**config.mk**
```make
export PLATFORM = sky130hd
export DESIGN_NAME = leaf_id_walker
export DESIGN_NICKNAME = d
export VERILOG_FILES = /design/src/rtl/leaf_walk_pkg.sv /design/src/rtl/leaf_id_step.sv /design/src/rtl/leaf_id_walker.sv
export SDC_FILE = /design/constraint.sdc
export NUM_CORES = 1
export LEC_CHECK = 0
export ABC_AREA = 0
export BUFFER_PORTS_ARGS = -buffer_cell sky130_fd_sc_hd__buf_2
export CORE_MARGIN = 1
export CORE_UTILIZATION = 60
export DETAILED_ROUTE_END_ITERATION = 16
export PLACE_DENSITY = 0.87
export SYNTH_ARGS = -nofsm -noshare
export SYNTH_HDL_FRONTEND = slang
export SYNTH_HIERARCHICAL = 1
export SYNTH_SLANG_ARGS = --single-unit
export TNS_END_PERCENT = 50
```
**constraint.sdc**
```tcl
create_clock -name clk -period 6.59 [get_ports clk]
set_input_delay 1.318 -clock clk [delete_from_list [all_inputs] [get_ports clk]]
set_output_delay 1.318 -clock clk [all_outputs]
set_load 0.005 [all_outputs]
```
**src/rtl/leaf_walk_pkg.sv**
```systemverilog
// -----------------------------------------------------------------------------
// leaf_walk_pkg
// Shared definitions for the leaf identity walker: the walker FSM state
// encodings and the width of one per-level multiplier field.
// No ports (package).
// -----------------------------------------------------------------------------
package leaf_walk_pkg;

  // Each tree level has its own child multiplier, packed as one nibble per level.
  localparam int MULT_W = 4;

  // Walker control states.
  typedef enum logic [1:0] {
    IDLE = 2'd0,
    CALC = 2'd1,
    EMIT = 2'd2,
    DONE = 2'd3
  } walk_state_e;

endpackage

```
**src/rtl/leaf_id_step.sv**
```systemverilog
// -----------------------------------------------------------------------------
// leaf_id_step
// One descent step through the instance tree: a node at index acc_i maps its
// child number digit_i to index mult_i*acc_i + digit_i. The result is
// truncated to W bits, so the index arithmetic is modulo 2**W.
// Ports:
//   acc_i    in  W       parent index
//   mult_i   in  MULT_W  multiplier for this level
//   digit_i  in  1       child number (0 or 1)
//   acc_o    out W       child index
// -----------------------------------------------------------------------------
module leaf_id_step
  import leaf_walk_pkg::*;
#(
  parameter int W = 32
) (
  input  logic [W-1:0]      acc_i,
  input  logic [MULT_W-1:0] mult_i,
  input  logic              digit_i,
  output logic [W-1:0]      acc_o
);

  // Both operands are widened to W before the multiply so the product is
  // taken at index width and wraps naturally.
  assign acc_o = (acc_i * W'(mult_i)) + W'(digit_i);

endmodule

```
**src/rtl/leaf_id_walker.sv**
```systemverilog
// -----------------------------------------------------------------------------
// leaf_id_walker
// Streams the identity record (index and path) of every leaf of a fixed
// binary instance tree below a root index, in ascending path order. Each
// leaf index is computed level by level, one level per clock, using a single
// shared leaf_id_step.
// Optional feature: define LEAF_TAG_EN to add the tag_p1/tag_p2 outputs.
// Ports:
//   clk        in   1       clock
//   rst        in   1       synchronous active-high reset
//   start      in   1       begin a walk (only accepted while idle)
//   root       in   W       root index, captured when start is accepted
//   out_valid  out  1       leaf record valid
//   out_ready  in   1       consumer accepts the record
//   out_id     out  W       leaf index
//   out_path   out  LEVELS  leaf path, MSB is the top-level digit
//   busy       out  1       walk in progress
//   done       out  1       one-cycle pulse after the last record
//   tag_p1     out  32      (LEAF_TAG_EN) leaf p1 tag
//   tag_p2     out  32      (LEAF_TAG_EN) leaf p2 tag
// -----------------------------------------------------------------------------
module leaf_id_walker
  import leaf_walk_pkg::*;
#(
  parameter int                        W        = 32,
  parameter int                        LEVELS   = 4,
  parameter logic [MULT_W*LEVELS-1:0]  MULTS    = 16'h2344
`ifdef LEAF_TAG_EN
  ,
  parameter logic [31:0]               TAG_BASE = 32'd500
`endif
) (
  input  logic              clk,
  input  logic              rst,
  input  logic              start,
  input  logic [W-1:0]      root,
  output logic              out_valid,
  input  logic              out_ready,
  output logic [W-1:0]      out_id,
  output logic [LEVELS-1:0] out_path,
  output logic              busy,
  output logic              done
`ifdef LEAF_TAG_EN
  ,
  output logic [31:0]       tag_p1,
  output logic [31:0]       tag_p2
`endif
);

  localparam int LVL_W = (LEVELS > 1) ? $clog2(LEVELS) : 1;

  walk_state_e state_q, state_d;

  logic [W-1:0]      acc_q;
  logic [W-1:0]      root_q;
  logic [W-1:0]      outId_q;
  logic [LEVELS-1:0] path_q;
  logic [LEVELS-1:0] outPath_q;
  logic [LVL_W-1:0]  lvl_q;

  logic [MULT_W-1:0] levelMult;
  logic              levelDigit;
  logic [W-1:0]      stepAcc;
  logic              lastLevel;
  logic              lastPath;

  assign lastLevel = (lvl_q == LVL_W'(LEVELS - 1));
  assign lastPath  = &path_q;

  // Pick the multiplier nibble and path digit for the level being computed.
  // Level k uses nibble k of MULTS and path bit LEVELS-1-k, so the top level
  // consumes the most significant path digit.
  always_comb begin
    levelMult  = '0;
    levelDigit = 1'b0;
    for (int k = 0; k < LEVELS; k++) begin
      if (lvl_q == LVL_W'(k)) begin
        levelMult  = MULTS[k*MULT_W +: MULT_W];
        levelDigit = path_q[LEVELS-1-k];
      end
    end
  end

  leaf_id_step #(
    .W(W)
  ) u_step (
    .acc_i  (acc_q),
    .mult_i (levelMult),
    .digit_i(levelDigit),
    .acc_o  (stepAcc)
  );

  // State register.
  always_ff @(posedge clk) begin
    if (rst) begin
      state_q <= IDLE;
    end else begin
      state_q <= state_d;
    end
  end

  // Next-state and status outputs. busy covers CALC and EMIT only, so it
  // drops in the same cycle done pulses.
  always_comb begin
    state_d   = state_q;
    out_valid = 1'b0;
    busy      = 1'b0;
    done      = 1'b0;
    case (state_q)
      IDLE: begin
        if (start) begin
          state_d = CALC;
        end
      end
      CALC: begin
        busy = 1'b1;
        if (lastLevel) begin
          state_d = EMIT;
        end
      end
      EMIT: begin
        busy      = 1'b1;
        out_valid = 1'b1;
        if (out_ready) begin
          state_d = lastPath ? DONE : CALC;
        end
      end
      DONE: begin
        done    = 1'b1;
        state_d = IDLE;
      end
      default: begin
        state_d = IDLE;
      end
    endcase
  end

  // Datapath. The accumulator starts each leaf from the root and descends one
  // level per CALC cycle. The finished index and its path are copied into
  // separate output registers so the record stays put while the consumer
  // stalls, independent of the working accumulator and path counter.
  always_ff @(posedge clk) begin
    if (rst) begin
      acc_q     <= '0;
      root_q    <= '0;
      outId_q   <= '0;
      path_q    <= '0;
      outPath_q <= '0;
      lvl_q     <= '0;
    end else begin
      case (state_q)
        IDLE: begin
          if (start) begin
            acc_q  <= root;
            root_q <= root;
            path_q <= '0;
            lvl_q  <= '0;
          end
        end
        CALC: begin
          acc_q <= stepAcc;
          if (lastLevel) begin
            lvl_q     <= '0;
            outId_q   <= stepAcc;
            outPath_q <= path_q;
          end else begin
            lvl_q <= lvl_q + LVL_W'(1);
          end
        end
        EMIT: begin
          if (out_ready && !lastPath) begin
            path_q <= path_q + LEVELS'(1);
            acc_q  <= root_q;
          end
        end
        DONE: begin
          path_q <= '0;
        end
        default: begin
        end
      endcase
    end
  end

  assign out_id   = outId_q;
  assign out_path = outPath_q;

`ifdef LEAF_TAG_EN
  logic [31:0] tagP1_q;
  logic [31:0] tagP2_q;

  // Tags depend only on the lowest path digit and are loaded together with
  // the record, so they are valid alongside out_valid.
  always_ff @(posedge clk) begin
    if (rst) begin
      tagP1_q <= '0;
      tagP2_q <= '0;
    end else if (state_q == CALC && lastLevel) begin
      tagP1_q <= TAG_BASE + {30'd0, path_q[0], 1'b0};
      tagP2_q <= TAG_BASE + {30'd0, path_q[0], 1'b1};
    end
  end

  assign tag_p1 = tagP1_q;
  assign tag_p2 = tagP2_q;
`endif

endmodule

```
==> results.ini, run 1 <==
[status]
status=finished clean

[cts]
cts_setup_buffers=0
cts-resized-gates=0
h-tree-depth=3
clock-sinks=108
clk_latency_ns=0.36
cts_inserted_buffers=9
ctsHoldBuffers=0
cts_buffer_depth=2
clk_pin_slew_worst_paths_ns=0.07
cts_tree=done
cts_root_buf=clkbuf_16

[placement]
hpwlAfterDp_um=15010
portBuffers=74
gp_congestion=0.8996

[synth]
ys.flop_type=dfxtp_1
synth_compound_area_frac=0.1703
postSynthCellCount=1114
synth.cell_area_um2=8807
seq_area_frac_synth=0.2455
synth_mux_area_frac=0.04091
synth_xor_area_frac=0.03282
synth_fa_ha_area_frac=0.1921
synth_enable_flop_cells=0
synth_cell_types=61
yosys_register_bits=108
synth_top_family_by_area=simple AND/OR/NAND/NOR gates
synthArstFlopShare=0
yosysWarnings=6
synthSimpleGateAreaFrac=0.2355
avgSynthCellArea_um2=7.906

[flow_run]
max_cap_violations=0

[global_route]
grt_pass1_vias=7442
grt_max_degree=83
antenna_found_initial=0
grtUsageTotal=0.2939
overflow=0
grt_pass1_wl_um=35140

[sta]
setup_viol=0
period_share=0.8601
timing.hold.ws_ns=0.4509
worst_pin_slew_ns=0.8534
rsz0062_at_grt=false
finalHoldViolCount=0
finalSetupTns_ns=0
period_minus_slack_ns=5.668
slew_violations=0
max_clock_freq_mhz=176.4
fin_skew_ns=0.009122
slew_headroom=0.4311

[finish]
areaGrowthSynthToFinish_pct=7.899
nNetsFinal=1277
num-fill-cells=1168
layout-drive-gt1-share=0.09607
n_antenna_cell=0
final_util=0.6742

[route]
wl_um=21030
drtIter0Drc=484
drc_errors=0
dr.pass1.iters=5
num_vias=7732
postRouteAntennaNets=0
wl_per_cell_um=15.87
via_per_inst=5.835

[setup_path]
crit_fanout=32
endpoint_kind=register
path_class=register to register
required_ns=6.88
cp.arrival_ns=5.96
cp-start-kind=register

[pwr]
p_per_area_nw_per_um2=341.1
ir_drop_v=0.0006779
finalPower_mw=3.242
power_leakage_nw=4.264

[floorplan]
die_area_um2=15170
fp.dieW_um=123.2
core_area_um2=14100
io_pins=75
rows=43
die_y_um=123.2
initial_utilization=0.6248

[min_path]
worstHoldPathType=register to register

-- placed cells by master (no fill, tap or decap), types with 38 or more instances in the layout --
cell and n:
nand2_1 195, inv_1 113, dfxtp_1 108, a21oi_1 98, and2_1 92, buf_2 73, fa_1 57, nor2_1 46
ha_1 43, nand2b_1 38
-- final timing paths --
kind | from | endpoint | slack [ns] | cells after the start
setup / recovery | lvl_q[0] | acc_q[30] | 0.92 | 20
hold / removal | out_id[14] | out_id[14] | 0.45 | 2
setup reg to reg | lvl_q[0] | acc_q[30] | 0.92 | 20
hold reg to reg | out_id[14] | out_id[14] | 0.45 | 2
-- cell usage after synthesis (all sizes together), types with 8 or more instances --
cell type | instances | area (µm²)
a21oi | 100 | 508.0
nand2 | 195 | 732.0
nor2 | 46 | 172.7
nor3 | 8 | 51.30
xor2 | 13 | 113.9
mux2i | 36 | 360.4
a21o | 10 | 76.32
xnor2 | 20 | 175.2
a22oi | 32 | 240.2
ha | 44 | 550.5
buf | 12 | 83.82
inv | 113 | 424.2
and2 | 92 | 575.6
dfxtp | 108 | 2162
a211o | 34 | 297.8
nand4 | 11 | 68.82
fa | 57 | 1141
clkbuf | 58 | 217.7
nand2b | 38 | 237.7
nand3 | 11 | 55.05
o21ai | 15 | 75.07
-- cell type report --
class | instances | area (µm²) | share of cell area
Clock buffer | 11 | 232.7 | 0.02449
Clock inverter | 5 | 85.08 | 0.008953
Inverter | 113 | 424.2 | 0.04463
Multi-Input combinational cell | 824 | 5926 | 0.6236
Sequential cell | 108 | 2162 | 0.2275
Tap cell | 180 | 225.2 | 0.02370
Timing Repair Buffer | 84 | 447.9 | 0.04714
-- power by group --
| group | leakage, nW | internal, mW | switching [mW] |
|---|---|---|---|
| clock network | 0.150 | 0.336 | 0.253 |
| registers | 0.882 | 0.767 | 0.107 |
| logic | 3.23 | 0.660 | 1.12 |
-- sequential cells by signal (all words and copies together), names as in the netlist --
name	count
lvl_q	2
state_q	2
root_q	32
out_path	4
out_id	32
path_q	4
acc_q	32
-- cells by family (layout without fill, tap and decap cells) --
group,count (synthesis),count (layout)
simple gates,424,424
compound gates,228,228
buf+inv,183,213
flops,108,108
fa+ha+maj,101,101
mux,36,36
xor+xnor,33,33
other cells,1,2
-- stage by stage --
stage,setup slack (ns),area (µm²),cells
2_1_floorplan,1.736,8811,1115
3_5_place_dp,1.041,9185,1309
6_report,0.9216,9503,1325
3_3_place_gp,1.117,9185,1309
4_1_cts,0.9844,9503,1325
5_1_grt,0.5263,9503,1325
-- critical path, stage by stage (launching register included) --
cell and delay (ns):
dfxtp_1 0.40, ha_1 0.33, or2_2 0.51, nor2_1 0.10
buf_4 0.25, and2_1 0.19, fa_1 0.49, inv_1 0.05
fa_1 0.54, inv_1 0.05, ha_1 0.42, nand4_1 0.24
nor3_1 0.30, nand3_1 0.11, o31ai_1 0.33, o21ai_1 0.17
o221ai_1 0.25, xor2_1 0.28, a22oi_1 0.14, a211o_1 0.31
mux2i_1 0.12
-- layer usage --
layer | global-route usage | wire (µm) | up-vias | share of wire
li1 | - | - | 3714 | -
met3 | 0.04520 | 1155 | 54 | 0.055
met1 | 0.3775 | 9171 | 3710 | 0.44
met5 | 0 | 0 | - | 0
met4 | 0.1393 | 670 | 0 | 0.032
met2 | 0.4839 | 10030 | 254 | 0.48
No activity file was read; power rests on OpenSTA's default activity.
==> inputs of run 2 (changes only) <==
- CORE_ASPECT_RATIO: unset -> 2
- CORE_UTILIZATION: 60 -> 38
- PLACE_DENSITY: 0.87 -> 0.62
==> results.ini, run 2 (same netlist as run 1, synthesis figures left out) <==
[sta]
finalSetupTns_ns=0  ; unchanged
timing.hold.ws_ns=0.4512  ; +0.0002780 ns
rsz0062_at_grt=false
worst_slack_ns=0.7528  ; -0.1688 ns
fin_skew_ns=0.005873  ; -0.003249 ns
slew_violations=0  ; unchanged
slew_headroom=0.4531  ; +0.02202
setup_viol=0  ; unchanged
max_clock_freq_mhz=171.3  ; -2.9%
period_share=0.8858  ; +0.02561
worst_pin_slew_ns=0.8203  ; -0.03303 ns
finalHoldViolCount=0  ; unchanged
period_minus_slack_ns=5.837  ; +0.1688 ns

[flow_run]
max_cap_violations=0  ; unchanged

[cts]
clk_pin_slew_worst_paths_ns=0.08  ; about the same
ctsHoldBuffers=0  ; unchanged
cts_root_buf=clkbuf_16
clk_latency_ns=0.37  ; about the same
clock-sinks=108  ; unchanged
h-tree-depth=3  ; unchanged
cts_setup_buffers=0  ; unchanged
cts_buffer_depth=2  ; unchanged
cts-resized-gates=0  ; unchanged
cts_tree=done
cts_inserted_buffers=9  ; unchanged

[placement]
portBuffers=74  ; unchanged
hpwlAfterDp_um=17710  ; +18%
gp_congestion=0.9405  ; +4.5%
dp_slack_ns=0.7994  ; -0.2415 ns

[setup_path]
crit_family=adder cells
crit_fanout=32  ; unchanged
required_ns=6.90  ; +0.02 ns
path_cells=ha_1 -> or2_2 -> nor2_1 -> buf_4 -> and2_1 -> fa_1 -> inv_1 -> fa_1 -> inv_1 -> ha_1 -> and3_4 -> a221o_1 -> a22o_2 -> nor3_4 -> o41a_1 -> o21ai_1 -> xor2_1 -> a22oi_1 -> a211o_1 -> mux2i_1
slowest_delay_ns=0.56  ; +0.02 ns
cp_slowest_cell=or2_2
cp-start-kind=register
path_class=register to register
crit_buf_inv=3  ; unchanged
endpoint_kind=register
cp.arrival_ns=6.14  ; +0.18 ns

[floorplan]
fp.dieW_um=109.7  ; -11%
die_y_um=217.3  ; +76%
rows=78  ; +81%
die_area_um2=23830  ; +57%
core_area_um2=22740  ; +61%
initial_utilization=0.3873  ; -0.2375
io_pins=75  ; unchanged

[global_route]
grtUsageTotal=0.2164  ; -0.07749
grt_max_degree=84  ; +1.2%
overflow=0  ; unchanged
grt_pass1_wl_um=39340  ; +12%
antenna_found_initial=1  ; +1
grt_pass1_vias=7870  ; +5.8%

[pwr]
power_leakage_nw=4.265  ; about the same
p_per_area_nw_per_um2=342.3  ; +0.33%
power_switching_mw=1.555  ; +5.1%
p_int_mw=1.738  ; -1.4%
pwr-share-clk=0.182  ; about the same
p_sw_frac=0.4723  ; +0.01588
finalPower_mw=3.292  ; +1.6%
pwr-share-comb=0.551  ; +0.002
ir_drop_v=0.0006765  ; -0.21%
seqPwrFrac=0.267  ; -0.003

[finish]
areaGrowthSynthToFinish_pct=9.220
nNetsFinal=1276  ; -0.078%
num-fill-cells=2346  ; +100%
final_cell_mix=195 x nand2_1, 113 x inv_1, 108 x dfxtp_1, 98 x a21oi_1, 91 x and2_1
layout-drive-gt1-share=0.09790  ; +0.001832
n_antenna_cell=0  ; unchanged
final_common_cell=nand2_1

[route]
dr.pass1.iters=5  ; unchanged
wl_per_cell_um=16.99  ; +7.0%
drc_errors=0  ; unchanged
num_vias=7652  ; -1.0%
wl_um=24190  ; +15%
drtIter0Drc=332  ; -31%
postRouteAntennaNets=0  ; unchanged
via_per_inst=5.374  ; -7.9%

[min_path]
worstHoldPathType=register to register

[status]
status=finished clean

-- run 2: stage by stage --
step	utilization	instance area (µm²)	std cells
2_1_floorplan	-	8811	1115
3_3_place_gp	0.4092	9304	1408
3_5_place_dp	0.4092	9304	1408
4_1_cts	0.4230	9619	1424
5_1_grt	0.4230	9619	1424
6_report	0.4230	9619	1424
-- run 2: path summary, 6_finish.rpt --
check	start	end	slack, ns	depth (start not counted)
setup reg to reg	lvl_q[0]	acc_q[28]	0.75	20
hold reg to reg	out_id[14]	out_id[14]	0.45	2
hold / removal	out_id[14]	out_id[14]	0.45	2
setup / recovery	lvl_q[0]	acc_q[28]	0.75	20
-- run 2: metal layers --
metal | global-route usage | routed length [µm] | vias up
met5 | 0 | 0 | -
met4 | 0.1022 | 889 | 0
met3 | 0.02845 | 838 | 47
met2 | 0.4057 | 13230 | 170
met1 | 0.2312 | 9232 | 3723
li1 | - | - | 3712
-- run 2: power by group through the flow --
stage	Combinational, mW	Sequential, mW	Clock, mW
6_report	1.82	0.878	0.599
5_1_grt	2.02	0.896	0.642
4_1_cts	1.81	0.880	0.618
3_5_place_dp	1.80	0.894	0
3_3_place_gp	1.78	0.893	0
2_1_floorplan	1.40	0.848	0
-- run 2: area by class of cell --
class | count | area (µm²) | area share
Inverter | 113 | 424.2 | 0.04409
Sequential cell | 108 | 2162 | 0.2248
Clock buffer | 10 | 239.0 | 0.02484
Clock inverter | 6 | 76.32 | 0.007934
Timing Repair Buffer | 83 | 440.4 | 0.04579
Multi-Input combinational cell | 824 | 5927 | 0.6162
Tap cell | 280 | 350.3 | 0.03642
-- run 2: worst min-delay path: stages (launching register included) --
cell     delay, ns
dfxtp_1       0.31
nand2_1       0.05
a21oi_1       0.05
